[src/rtl/state_frame_rx_if.sv]
// rtl/state_frame_rx_if.sv - received-byte stream from the UART byte receiver
interface state_frame_rx_if;
    logic       arrived;
    logic [7:0] data;

    modport master (output arrived, output data);
    modport slave  (input  arrived, input  data);
endinterface

[src/rtl/state_frame_rx.sv]
// rtl/state_frame_rx.sv - 0x5A-framed state-report parser with XOR checksum and inter-byte timeout
module state_frame_rx #(
    parameter int         PAYLOAD_BYTES  = 6,
    parameter logic [7:0] HEADER         = 8'h5A,
    parameter int         TIMEOUT_CYCLES = 1000000
) (
    input  logic                         Clock,
    input  logic                         Reset,
    state_frame_rx_if.slave              rx,
    output logic [8*PAYLOAD_BYTES-1:0]   payload,
    output logic                         frame_valid,
    output logic                         cksum_err,
    output logic                         timeout_err,
    output logic                         busy,
    output logic [7:0]                   err_count
);
    localparam int PW = 8 * PAYLOAD_BYTES;
    localparam int CW = $clog2(PAYLOAD_BYTES + 1);
    localparam int TW = $clog2(TIMEOUT_CYCLES);

    typedef enum logic [1:0] {
        HUNT    = 2'd0,
        PAYLOAD = 2'd1,
        CHECK   = 2'd2
    } state_t;

    state_t          state_q, state_d;
    logic [PW-1:0]   buf_q, buf_d;
    logic [CW-1:0]   cnt_q, cnt_d;
    logic [7:0]      xor_q, xor_d;
    logic [TW-1:0]   tmo_q, tmo_d;
    logic            pend_ok_q, pend_ok_d;
    logic            pend_bad_q, pend_bad_d;
    logic [PW-1:0]   payload_q, payload_d;
    logic            frame_valid_q, frame_valid_d;
    logic            cksum_err_q, cksum_err_d;
    logic            timeout_err_q, timeout_err_d;
    logic            busy_q, busy_d;
    logic [7:0]      err_count_q, err_count_d;
    logic            tmo_expired;

    assign tmo_expired = (tmo_q == TW'(TIMEOUT_CYCLES - 1));

    always_comb begin
        state_d       = state_q;
        buf_d         = buf_q;
        cnt_d         = cnt_q;
        xor_d         = xor_q;
        tmo_d         = tmo_q;
        pend_ok_d     = 1'b0;
        pend_bad_d    = 1'b0;
        timeout_err_d = 1'b0;
        // The checksum verdict is held one cycle so the strobe and payload
        // update land on the edge after the checksum byte was sampled.
        frame_valid_d = pend_ok_q;
        cksum_err_d   = pend_bad_q;
        payload_d     = pend_ok_q ? buf_q : payload_q;

        case (state_q)
            HUNT: begin
                if (rx.arrived && rx.data == HEADER) begin
                    xor_d   = HEADER;
                    cnt_d   = '0;
                    tmo_d   = '0;
                    state_d = PAYLOAD;
                end
            end
            PAYLOAD: begin
                if (rx.arrived) begin
                    buf_d = {buf_q[PW-9:0], rx.data};
                    xor_d = xor_q ^ rx.data;
                    cnt_d = cnt_q + 1'b1;
                    tmo_d = '0;
                    if (cnt_q == CW'(PAYLOAD_BYTES - 1)) begin
                        state_d = CHECK;
                    end
                end else if (tmo_expired) begin
                    timeout_err_d = 1'b1;
                    tmo_d         = '0;
                    state_d       = HUNT;
                end else begin
                    tmo_d = tmo_q + 1'b1;
                end
            end
            CHECK: begin
                if (rx.arrived) begin
                    pend_ok_d  = (rx.data == xor_q);
                    pend_bad_d = (rx.data != xor_q);
                    tmo_d      = '0;
                    state_d    = HUNT;
                end else if (tmo_expired) begin
                    timeout_err_d = 1'b1;
                    tmo_d         = '0;
                    state_d       = HUNT;
                end else begin
                    tmo_d = tmo_q + 1'b1;
                end
            end
            default: begin
                state_d = HUNT;
            end
        endcase

        busy_d      = (state_d != HUNT);
        err_count_d = err_count_q;
        if ((cksum_err_d || timeout_err_d) && err_count_q != 8'hFF) begin
            err_count_d = err_count_q + 8'd1;
        end
    end

    always_ff @(posedge Clock or negedge Reset) begin
        if (!Reset) begin
            state_q       <= HUNT;
            buf_q         <= '0;
            cnt_q         <= '0;
            xor_q         <= '0;
            tmo_q         <= '0;
            pend_ok_q     <= 1'b0;
            pend_bad_q    <= 1'b0;
            payload_q     <= '0;
            frame_valid_q <= 1'b0;
            cksum_err_q   <= 1'b0;
            timeout_err_q <= 1'b0;
            busy_q        <= 1'b0;
            err_count_q   <= '0;
        end else begin
            state_q       <= state_d;
            buf_q         <= buf_d;
            cnt_q         <= cnt_d;
            xor_q         <= xor_d;
            tmo_q         <= tmo_d;
            pend_ok_q     <= pend_ok_d;
            pend_bad_q    <= pend_bad_d;
            payload_q     <= payload_d;
            frame_valid_q <= frame_valid_d;
            cksum_err_q   <= cksum_err_d;
            timeout_err_q <= timeout_err_d;
            busy_q        <= busy_d;
            err_count_q   <= err_count_d;
        end
    end

    assign payload     = payload_q;
    assign frame_valid = frame_valid_q;
    assign cksum_err   = cksum_err_q;
    assign timeout_err = timeout_err_q;
    assign busy        = busy_q;
    assign err_count   = err_count_q;
endmodule
[src/flat_wrapper.sv]
// flat-port wrapper written by rule: the top's interface ports become plain ports
module state_frame_rx_flat 
#(
    parameter int         PAYLOAD_BYTES  = 6,
    parameter logic [7:0] HEADER         = 8'h5A,
    parameter int         TIMEOUT_CYCLES = 1000000
)
  (Clock, Reset, payload, frame_valid, cksum_err, timeout_err, busy, err_count, rx_arrived, rx_data);
  state_frame_rx_if rx_i ();
  input  logic Clock;
  input  logic Reset;
  output logic [8*PAYLOAD_BYTES-1:0] payload;
  output logic frame_valid;
  output logic cksum_err;
  output logic timeout_err;
  output logic busy;
  output logic [7:0] err_count;
  input wire logic [$bits(rx_i.arrived)-1:0] rx_arrived;
  input wire logic [$bits(rx_i.data)-1:0] rx_data;
  assign rx_i.arrived = rx_arrived;
  assign rx_i.data = rx_data;
  state_frame_rx #(.PAYLOAD_BYTES(PAYLOAD_BYTES), .HEADER(HEADER), .TIMEOUT_CYCLES(TIMEOUT_CYCLES)) u_core (.Clock(Clock), .Reset(Reset), .rx(rx_i), .payload(payload), .frame_valid(frame_valid), .cksum_err(cksum_err), .timeout_err(timeout_err), .busy(busy), .err_count(err_count));
endmodule
[config.mk]
export PLATFORM = sky130hd
export DESIGN_NAME = state_frame_rx_flat
export DESIGN_NICKNAME = d
export VERILOG_FILES = /design/src/rtl/state_frame_rx_if.sv /design/src/rtl/state_frame_rx.sv /design/src/flat_wrapper.sv
export SDC_FILE = /design/constraint.sdc
export NUM_CORES = 1
export LEC_CHECK = 0
export ABC_CLOCK_PERIOD_IN_PS = 3900
export CELL_PAD_IN_SITES_DETAIL_PLACEMENT = 0
export CELL_PAD_IN_SITES_GLOBAL_PLACEMENT = 2
export CORE_ASPECT_RATIO = 0.5
export CORE_UTILIZATION = 41
export DETAILED_ROUTE_END_ITERATION = 7
export PLACE_DENSITY_LB_ADDON = 0.1
export RECOVER_POWER = 50
export SLEW_MARGIN = 20
export SYNTH_ARGS = -nofsm -noshare
export SYNTH_HDL_FRONTEND = slang
export SYNTH_SLANG_ARGS = --single-unit
[constraint.sdc]
create_clock -name Clock -period 3.9 [get_ports Clock]
set_input_delay 0.78 -clock Clock [delete_from_list [all_inputs] [get_ports Clock]]
set_output_delay 0.78 -clock Clock [all_outputs]
set_load 0.03 [all_outputs]
Word level (Yosys, flattened, before mapping). Index checks and enable logic that the tools add are counted.

Register bits: 143. Input bits: 11. Output and inout bits: 60.

Add/subtract/negate cells: 3. Equal/unequal tests: 10. Multiplexer cells: 23. Bitwise gates (word level): 1. Reduce and logical (&&, ||, !) cells: 11.

Operator list (number): 20-bit 2-to-1 mux (3); 20-bit one-hot mux with 2 select lines (1); 20-bit by 1-bit adder with 20-bit output, second input constant (1); 20-bit equality test, second input constant (1); 8-bit 2-to-1 mux (2); 8-bit one-hot mux with 2 select lines (1); 2-bit 2-to-1 mux (5); 8-bit by 1-bit adder with 8-bit output, second input constant (1); 8-bit by 7-bit equality test with 1-bit output, second input constant (1); 8-bit equality test (1); 8-bit inequality test (1); 8-bit inequality test, second input constant (1); 8-bit XOR (1); 1-bit 2-to-1 mux (7); 3-bit 2-to-1 mux (2); 2-bit one-hot mux with 3 select lines (1); 3-bit one-hot mux with 2 select lines (1); 2-bit nonzero test (3); 2-bit AND reduction (2); 3-bit by 1-bit adder with 3-bit output, second input constant (1); 3-bit equality test, second input constant (1); 3-bit AND reduction (1); 2-bit by 1-bit equality test with 1-bit output, second input constant (1); 2-bit equality test, second input constant (1); 6 further kinds (7).

Logic depth before layout (Yosys ltp). Gate-level depths: netlist of the first run.

Depth after elaboration: 6. Gate-level depth with buffers: 8. Depth with buffers taken out: 7.

Worst setup path after synthesis of the first run. OpenSTA, ideal clock, no wires.

Path kind: input-to-reg. Start: in rx_data[2]. End: reg u_core.xor_q[6]. Setup time: 0.121 ns. Arrival time: 2.156 ns. Data required time: 3.779 ns. Slack: 1.623 ns. Stages: 5. Path through: or3b_2 o31ai_4 nand2_1 o21ba_2 o22a_1.

Word-level cells in the longest chain between the ends: 4.

Ends and longest elaborated chain: from (decl) (RTL line flat_wrapper.sv:19) `input wire logic [$bits(rx_i.data)-1:0] rx_data;`; 8-bit by 7-bit equality test with 1-bit output (RTL line state_frame_rx.sv:61) `if (rx.arrived && rx.data == HEADER) begin`; 1-bit logical AND (RTL line state_frame_rx.sv:61); 2-bit by 1-bit inequality test with 1-bit output (no line); 3-bit AND reduction (no line); to (signal assigned) (RTL line state_frame_rx.sv:130) `xor_q <= xor_d;`; to (decl) (RTL line state_frame_rx.sv:30) `logic [7:0] xor_q, xor_d;`.

No other way between the ends. A chain may end at the register's enable or synchronous reset.

Final worst setup path of the first run.
Start: in rx_data[3]. End: reg u_core.tmo_q[3].

Word-level cells in the longest chain between the ends: 4.

Ends and longest elaborated chain: 8-bit by 7-bit equality test with 1-bit output (RTL line state_frame_rx.sv:61); 1-bit logical AND (RTL line state_frame_rx.sv:61); 2-bit by 1-bit inequality test with 1-bit output (no line); 2-bit AND reduction (no line); to (signal assigned) (RTL line state_frame_rx.sv:131) `tmo_q <= tmo_d;`; to (decl) (RTL line state_frame_rx.sv:31) `logic [TW-1:0] tmo_q, tmo_d;`.

No other way between the ends.

==> flow_summary.yaml, run 1 <==
cts:
  post_cts_buffers: 0
  cts_resized: 0
  root_buffer: "clkbuf_16"
  clkTransAtPathRegs_ns: 0.06
  cts_inserted_buffers: 17
  tritoncts: "done"
  clkSinkCount: 143
  clockBufferDepth: 2
  cts_hold_buf: 0
  clk_latency_ns: 0.42
  htreeDepth: 4
critical_path:
  startpoint_type: "primary input"
  ff2ff_path_depth: 1
  arrival_ns: 3.04
  crit-reg2reg-launch: "u_core.frame_valid_d"
  rr_endpoint: "u_core.payload[15]"
  reg2reg_slack_ns: 1.54
  required_ns: 4.20
  crit_fanout: 12
  critPathKind: "in -> reg"
  worstSetupEndpointType: "register"
route:
  drt-total-wl_um: 12700
  drt_iter0_drc: 213
  drcViolationCount: 0
  wl_met2_um: 5410
  vias: 4011
  drt-met1-wl_um: 6340
  met3_length_um: 687
  top_layer_used: "met4"
  drt-pass1-iter-count: 4
  wl_per_cell_um: 16.3
  ant_nets: 0
  post_drt_via_cell_ratio: 5.16
sta:
  skew_ns: 0.0114
  fin_tns_setup_ns: 0
  setup_viol: 0
  hold_violations: 0
  slew_headroom: -0.400
  rsz0062_at_grt: "no"
  worst_pin_slew_ns: 2.10
  clock.fmax_mhz: 365
  finalCritPeriodShare: 0.702
  fin_crit_ns: 2.74
  finalMaxSlewViolations: 129
die:
  io_pins: 71
  initial_core_util: 0.423
  core.rowCount: 31
  die_area_mm2: 0.0156
  die_w_um: 175
  coreArea_mm2: 0.0146
  die_h_um: 88.7
min_path:
  hold_start: "u_core.cksum_err_d"
  worst_hold_path_type: "reg -> reg"
  holdPathEnd: "u_core.cksum_err"
  min_path_cells: 0
final_layout:
  final_layout_size_suffix_gt1_frac: 0.248
  fin_util: 0.528
  nNetsFinal: 587
  n_antenna_cell: 0
  n_fill_cell: 1311
  syn2layout_area_growth_pct: 25.0
yosys:
  ys_types: 51
  yosysTopAreaCell: "dfrtp_1"
  synth.net_count: 511
  synth_cells: 492
  synth_most_common_cell: "dfrtp_1"
  syn-mean-instance-area_um2: 12.5
  synthArstFlopShare: 1.00
  ys_top_cells_by_count: "dfrtp_1, mux2_2, nand2_1"
  ys_warn_count: 0
  yosys.area.top_type_share: 0.581
  seq_area_frac_synth: 0.581
  ys_ff_latch: 143
  synth_area_leaders: "dfrtp_1, mux2_2, o21ai_0, nand2_1, ha_1"
  synthFlopType: "dfrtp_1"
  netlist_area_mm2: 0.00616
  synth_edf_count: 0
power_and_ir_drop:
  power_density_mw_per_mm2: 515
  power_leakage_nw: 3.52
  ir_drop_mv: 0.297
status:
  violations: "capacitance limit, slew limit"
  status: "finished, violations left"
placed_design:
  hpwl_um: 7980
  portBuffers: 70
  globalplace.congestion: 0.766
global_route:
  grt_overflow: 0
  grt.total_usage: 0.179
  grt_max_degree: 80
  grt_pass1_vias: 3997
  grt_pass1_wl_um: 21100
  grt_antenna_before_repair: 0
run:
  maxCapViolCount: 2
[worst max path at each step]
| stage | from | to | slack (ns) | cells after the start |
|---|---|---|---|---|
| 6_report | rx_data[3] | u_core.tmo_q[3] | 1.16 | 7 |
| 5_1_grt | rx_data[3] | u_core.tmo_q[8] | 1.03 | 7 |
| 4_1_cts | rx_data[3] | u_core.tmo_q[8] | 1.18 | 7 |
| 3_5_place_dp | rx_data[3] | u_core.tmo_q[3] | 0.73 | 7 |
| 3_3_place_gp | rx_data[3] | u_core.tmo_q[3] | 0.78 | 7 |
| 2_1_floorplan | rx_data[2] | u_core.xor_q[6] | 1.62 | 5 |
[layout make-up]
cell class              instances  area [um^2]  share of cell area
clock buffers                  20          457              0.0593
clock inverters                11          154              0.0200
inverters                      10         37.5             0.00487
multi-input cells             320         2480               0.322
flip-flops and latches        143         3580               0.464
well taps                     198          248              0.0322
repair buffers                 76          753              0.0978
[sequential cells by signal, summed over array words and instances (netlist names)]
register	flops
u_core.buf_q	48
u_core.payload	48
u_core.tmo_q	20
u_core.err_count	8
u_core.xor_q	8
u_core.cnt_q	3
u_core.state_q	2
u_core.busy	1
u_core.cksum_err	1
u_core.cksum_err_d	1
u_core.frame_valid	1
u_core.frame_valid_d	1
u_core.timeout_err	1
[critical path: stages]
cell and delay [ns]:
clkdlybuf4s50_1 0.55, or3b_2 0.53, nor3_1 0.28, mux2i_2 0.27, buf_4 0.25, a21o_1 0.15
a22o_1 0.22
[cells by family after synthesis]
kind of cell	after synthesis	share of synthesized area
flip-flops	143	0.581
AND/OR/NAND/NOR	124	0.105
multiplexers	100	0.182
AO/OA/AOI/OAI	79	0.0845
buffers and inverters	29	0.0181
XOR/XNOR	9	0.0128
adder cells (fa/ha/maj)	8	0.0162
[cell usage in the layout, fill, tap and decap left out, types with 2 or more instances in the layout]
cell	instances
a211oi_1	2
o22a_1	3
nand3_1	15
clkbuf_8	2
a22o_1	3
and3_1	4
ha_1	8
mux2_2	96
nor3_1	6
clkbuf_16	17
buf_4	5
a311o_1	2
nor2_1	23
a21o_1	6
nor4_1	2
a21oi_1	16
clkinv_4	2
o21ai_0	30
dfrtp_1	143
nor2b_1	5
or3_1	6
and2_2	2
clkdlybuf4s50_1	69
nand2b_1	6
inv_6	3
clkinvlp_4	2
o41ai_1	2
a31oi_1	4
bufinv_16	3
and2_1	2
mux2_1	2
nand4_1	10
nand2_1	33
inv_1	10
xnor2_1	8
and4_1	3
[metrics by stage]
step / setup WS (ns) / hold slack [ns] / area (um^2) / total power, mW / cells
global route: 1.03 / 0.511 / 7700 / 4.17 / 778
finish: 1.16 / 0.477 / 7700 / 3.97 / 778
global placement: 0.782 / 0.449 / 7100 / 2.31 / 747
detailed placement: 0.731 / 0.461 / 7100 / 2.31 / 747
CTS: 1.18 / 0.424 / 7710 / 4.03 / 778
floorplan: 1.62 / 0.389 / 6160 / 2.13 / 492
[report_power, final]
part | leakage, nW | switching, mW | internal (mW)
clock | 0.293 | 0.649 | 1.04
combinational | 1.29 | 0.248 | 0.238
sequential | 1.94 | 0.142 | 1.65
[per-layer routing]
layer  GRT usage  vias up
met5           0        -
met4      0.0719        0
met3      0.0713       17
met2       0.259       66
met1       0.239     1999
li1            -     1929
(Power assumes the default switching activity.)
==> run 2: changes to the inputs <==
Settings changed: ABC_CLOCK_PERIOD_IN_PS 3900 to 2500, CORE_UTILIZATION 41 to 34.
Clock period 3.9 ns to 2.5 ns, I/O delays scaled along.
==> run 2 against run 1 <==
Net effect: combinational power is 68% higher; design area is 3.3% higher; routed wire length is 7.5% higher; via count is 3.3% higher; the flow finishes with violations (DRC); clock power is 48% higher; global-route usage is 1.9 points lower; register-to-register slack worse by 1.3 ns; non-clock buffer count is 32 higher; worst setup slack worse by 0.90 ns.
==> flow_summary.yaml, run 2 (synthesis gave the netlist of run 1 again) <==
route:
  drcViolationCount: 1
  wl_per_cell_um: 16.1
  drt_iter0_drc: 200
  drt-pass1-iter-count: 6
  drt-met1-wl_um: 6700
  top_layer_used: "met4"
  drt-total-wl_um: 13600
  met3_length_um: 635
  vias: 4143
  post_drt_via_cell_ratio: 4.89
  ant_nets: 0
  wl_met2_um: 6100
cts:
  htreeDepth: 4
  post_cts_buffers: 0
  clockBufferDepth: 2
  cts_hold_buf: 1
  tritoncts: "done"
  cts_resized: 0
  clkTransAtPathRegs_ns: 0.07
  clkSinkCount: 143
  clk_latency_ns: 0.42
  root_buffer: "clkbuf_16"
  cts_inserted_buffers: 17
die:
  die_area_mm2: 0.0187
  coreArea_mm2: 0.0176
  core.rowCount: 34
  die_h_um: 97.2
  die_w_um: 192
  io_pins: 71
  initial_core_util: 0.351
min_path:
  hold_start: "u_core.tmo_q[17]"
  holdPathEnd: "u_core.tmo_q[17]"
  worst_hold_path_type: "reg -> reg"
  min_path_cells: 1
status:
  violations: "DRC"
  status: "finished, violations left"
critical_path:
  critPathKind: "reg -> reg"
  crit_fanout: 29
  required_ns: 2.80
  ff2ff_path_depth: 2
  startpoint_type: "register"
  crit-reg2reg-launch: "u_core.frame_valid_d"
  arrival_ns: 2.54
  rr_endpoint: "u_core.payload[27]"
  worstSetupEndpointType: "register"
  reg2reg_slack_ns: 0.26
power_and_ir_drop:
  p_seq_frac: 0.457
  p_comb_frac: 0.133
  power_density_mw_per_mm2: 768
  ir_drop_mv: 0.467
  power.total_mw: 6.11
  power_leakage_nw: 3.66
  clkPwrFrac: 0.409
  p_int_mw: 4.39
  sw_frac_of_total: 0.282
  p_sw_mw: 1.72
sta:
  hold_violations: 0
  rsz0062_at_grt: "no"
  skew_ns: 0.0121
  worst_pin_slew_ns: 0.988
  worst_hold_slack_ns: 0.494
  finalMaxSlewViolations: 0
  fin_crit_ns: 2.24
  fin_tns_setup_ns: 0
  clock.fmax_mhz: 447
  setup_viol: 0
  slew_headroom: 0.342
  finalCritPeriodShare: 0.896
placed_design:
  placedCellCount: 814
  portBuffers: 70
  dpl-instance-area_mm2: 0.00741
  hpwl_um: 8850
  globalplace.congestion: 0.759
final_layout:
  layout_commonest_cell: "dfrtp_1"
  final_layout_size_suffix_gt1_frac: 0.284
  fin_cells: 847
  syn2layout_area_growth_pct: 29.1
  final_cell_area_mm2: 0.00796
  nNetsFinal: 619
  layout_common_cells: "dfrtp_1, mux2_2, clkdlybuf4s50_1"
  n_antenna_cell: 0
global_route:
  grt_max_degree: 83
  grt_pass1_wl_um: 23000
  grt_antenna_before_repair: 0
  grt_pass1_vias: 4365
  grt.total_usage: 0.159
  grt_overflow: 0
run:
  maxCapViolCount: 0
-- run 2: changes by cell type in the layout (fill, tap and decap cells not counted), moves of 2 or more --
| cell | change |
|---|---|
| buf_4 | +27 |
| bufinv_16 | -2 |
| clkbuf_8 | -2 |
| clkinvlp_4 | +2 |
| dlygate4sd3_1 | +2 |
| inv_6 | +2 |
| inv_8 | +2 |
-- run 2: worst max-delay path by stage --
stage | end | from | slack [ns] | depth (start not counted)
4_1_cts | u_core.tmo_q[14] | u_core.tmo_q[0] | 0.26 | 6
3_5_place_dp | u_core.xor_q[6] | rx_data[3] | -0.05 | 7
6_report | u_core.payload[27] | u_core.frame_valid_d | 0.26 | 2
2_1_floorplan | u_core.err_count[1] | u_core.tmo_q[7] | 0.41 | 5
3_3_place_gp | u_core.tmo_q[8] | rx_data[3] | -0.03 | 7
5_1_grt | u_core.payload[33] | u_core.frame_valid_d | 0.1 | 2
-- run 2: area by class of cell --
class	count	area, um^2
Inverter	10	37.5
Fill cell	1642	9610
Sequential cell	143	3580
Clock buffer	17	425
Multi-Input combinational cell	320	2470
Timing Repair Buffer	108	1000
Clock inverter	15	149
Tap cell	234	293
-- run 2: critical path: stages, from the launching register on --
cell     delay, ns
dfrtp_1       0.99
buf_2         0.70
mux2_2        0.41
-- run 2: routing by layer --
metal  global-route usage  up-vias
met3               0.0502       14
met1                0.219     2076
li1                     -     1990
met5                    0        -
met4               0.0606        0
met2                0.233       63
-- run 2: per-stage QoR --
step | utilization | setup WS [ns]
floorplan | - | 0.411
global placement | 0.422 | -0.0346
detailed placement | 0.422 | -0.0479
CTS | 0.455 | 0.261
global route | 0.453 | 0.0977
finish | 0.453 | 0.261
-- run 2: power by group through the flow --
| stage | Clock [mW] | Combinational (mW) | Sequential (mW) |
|---|---|---|---|
| global route | 2.67 | 0.909 | 2.83 |
| finish | 2.50 | 0.816 | 2.79 |
| floorplan | 0 | 0.557 | 2.76 |
| detailed placement | 0 | 0.839 | 2.83 |
| CTS | 2.58 | 0.844 | 2.80 |
| global placement | 0 | 0.835 | 2.83 |
==> run 3: changes to the inputs <==
Settings changed: ABC_CLOCK_PERIOD_IN_PS 2500 to 2300, CORE_UTILIZATION 34 to 38.
Clock period 2.5 ns to 2.3 ns, I/O delays scaled along.
==> run 3 against run 2 <==
Net effect: the run now ends clean; first-iteration DRC count decreased by 39%; total power is 13% higher; sequential share of layout area shrank 0.71 points; core utilization increased by 6.5 points; via count is 1.1% higher; worst hold slack got worse by 0.016 ns; highest routed layer unchanged; count of clock-buffer cells in the layout is the same; critical path depth is 3 higher; cell count is 2.4% lower; clock skew shrank 0.0027 ns; non-clock buffer count is 11 higher.
==> flow_summary.yaml, run 3 (synthesis gave the netlist of run 1 again) <==
status:
  status: "finished clean"
die:
  die_area_mm2: 0.0168
  coreArea_mm2: 0.0156
  io_pins: 71
  core.rowCount: 32
  die_h_um: 92.0
  initial_core_util: 0.395
  die_w_um: 182
route:
  drcViolationCount: 0
  wl_met2_um: 6040
  wl_per_cell_um: 16.1
  drt-total-wl_um: 13300
  drt-pass1-iter-count: 4
  top_layer_used: "met4"
  ant_nets: 0
  post_drt_via_cell_ratio: 5.06
  drt-met1-wl_um: 6530
  drt_iter0_drc: 123
  vias: 4187
  met3_length_um: 665
cts:
  cts_inserted_buffers: 17
  htreeDepth: 4
  tritoncts: "done"
  clkSinkCount: 143
  clockBufferDepth: 2
  root_buffer: "clkbuf_16"
  clkTransAtPathRegs_ns: 0.06
  clk_latency_ns: 0.42
final_layout:
  syn2layout_area_growth_pct: 31.2
  layout_common_cells: "dfrtp_1, mux2_2, clkdlybuf4s50_1"
  nNetsFinal: 630
  final_layout_size_suffix_gt1_frac: 0.302
  n_fill_cell: 1353
  layout_commonest_cell: "dfrtp_1"
  fin_util: 0.518
  n_antenna_cell: 0
sta:
  finalCritPeriodShare: 0.927
  clock.fmax_mhz: 469
  fin_tns_setup_ns: 0
  fin_crit_ns: 2.13
  hold_violations: 0
  slew_headroom: 0.128
  setup_viol: 0
  worst_pin_slew_ns: 1.31
  skew_ns: 0.00947
  finalMaxSlewViolations: 0
  rsz0062_at_grt: "no"
  fin_ws_ns: 0.167
power_and_ir_drop:
  ir_drop_mv: 0.607
  power_leakage_nw: 3.76
  power_density_mw_per_mm2: 856
run:
  maxCapViolCount: 0
global_route:
  grt.total_usage: 0.175
  grt_overflow: 0
  grt_max_degree: 50
  grt_antenna_before_repair: 0
  grt_pass1_wl_um: 22600
  grt_pass1_vias: 4297
critical_path:
  arrival_ns: 2.43
  slowest_stage: "or4_4"
  max_stage_delay_ns: 0.56
  required_ns: 2.60
  critPathKind: "reg -> reg"
  crit_fanout: 5
  worstSetupEndpointType: "register"
  startpoint_type: "register"
  path_cells: "or4_4 > nor4_4 > a31o_4 > and2_2 > mux2_1"
min_path:
  worst_hold_path_type: "reg -> reg"
placed_design:
  portBuffers: 70
  place_ws_ns: -0.243
  globalplace.congestion: 0.788
  hpwl_um: 8920
[run 3: changes by cell type in the layout (fill, tap and decap cells not counted), moves of 2 or more]
cell,delta
clkbuf_1,-2
buf_4,+10
buf_12,+2
bufinv_16,+3
clkinvlp_4,-2
clkbuf_2,+3
[run 3: final cells by class]
| type | count | area, um^2 | area share |
|---|---|---|---|
| Sequential cell | 143 | 3580 | 0.443 |
| Multi-Input combinational cell | 320 | 2470 | 0.306 |
| Timing Repair Buffer | 119 | 1110 | 0.137 |
| Clock buffer | 17 | 425 | 0.0526 |
| Tap cell | 204 | 255 | 0.0316 |
| Clock inverter | 14 | 204 | 0.0252 |
| Inverter | 10 | 37.5 | 0.00464 |
[run 3: worst paths after layout]
| kind | start | endpoint | slack [ns] | cells after the start |
|---|---|---|---|---|
| max in group asynchronous | Reset | u_core.payload[1] | 0.55 | 3 |
| worst max-delay path | u_core.tmo_q[6] | u_core.err_count[1] | 0.17 | 5 |
| worst max register to register | u_core.tmo_q[6] | u_core.err_count[1] | 0.17 | 5 |
| worst min-delay path | u_core.cksum_err_d | u_core.cksum_err | 0.48 | 0 |
| min in group asynchronous | Reset | u_core.payload[27] | 0.81 | 2 |
| worst min register to register | u_core.cksum_err_d | u_core.cksum_err | 0.48 | 0 |
[run 3: timing repair]
action | in CTS | in global routing
gates resized for setup | 0 | 1
buffers inserted | 0 | 0
hold endpoints to repair | 41 | 0
hold buffers | 1 | 0
setup endpoints to repair | 0 | 2
[run 3: per-stage QoR]
step / hold WS (ns) / cell area, um^2 / cells / power [mW]
final: 0.478 / 8090 / 827 / 6.92
after global routing: 0.519 / 8090 / 827 / 7.24
after CTS: 0.484 / 8110 / 827 / 7.01
after detailed placement: 0.419 / 7470 / 795 / 4.00
after global placement: 0.423 / 7470 / 795 / 3.99
after floorplan: 0.164 / 6160 / 492 / 3.60
[run 3: power by group]
| part | switching, mW | internal (mW) | leakage [nW] |
|---|---|---|---|
| clock network | 1.14 | 1.83 | 0.303 |
| registers | 0.236 | 2.79 | 1.94 |
| logic | 0.444 | 0.473 | 1.52 |
[run 3: worst max-delay path: cells and delay by family, from the launching register on]
family | cells | cell delay, ns
AOI/OAI and AO/OA | 1 | 0.24
muxes | 1 | 0.32
and+or+nand+nor | 3 | 1.07
DFF | 1 | 0.39
[run 3: metal layers]
layer / vias up / GRT usage
met1: 2093 / 0.232
li1: 2028 / -
met4: 0 / 0.0532
met5: - / 0
met2: 58 / 0.267
met3: 8 / 0.0647
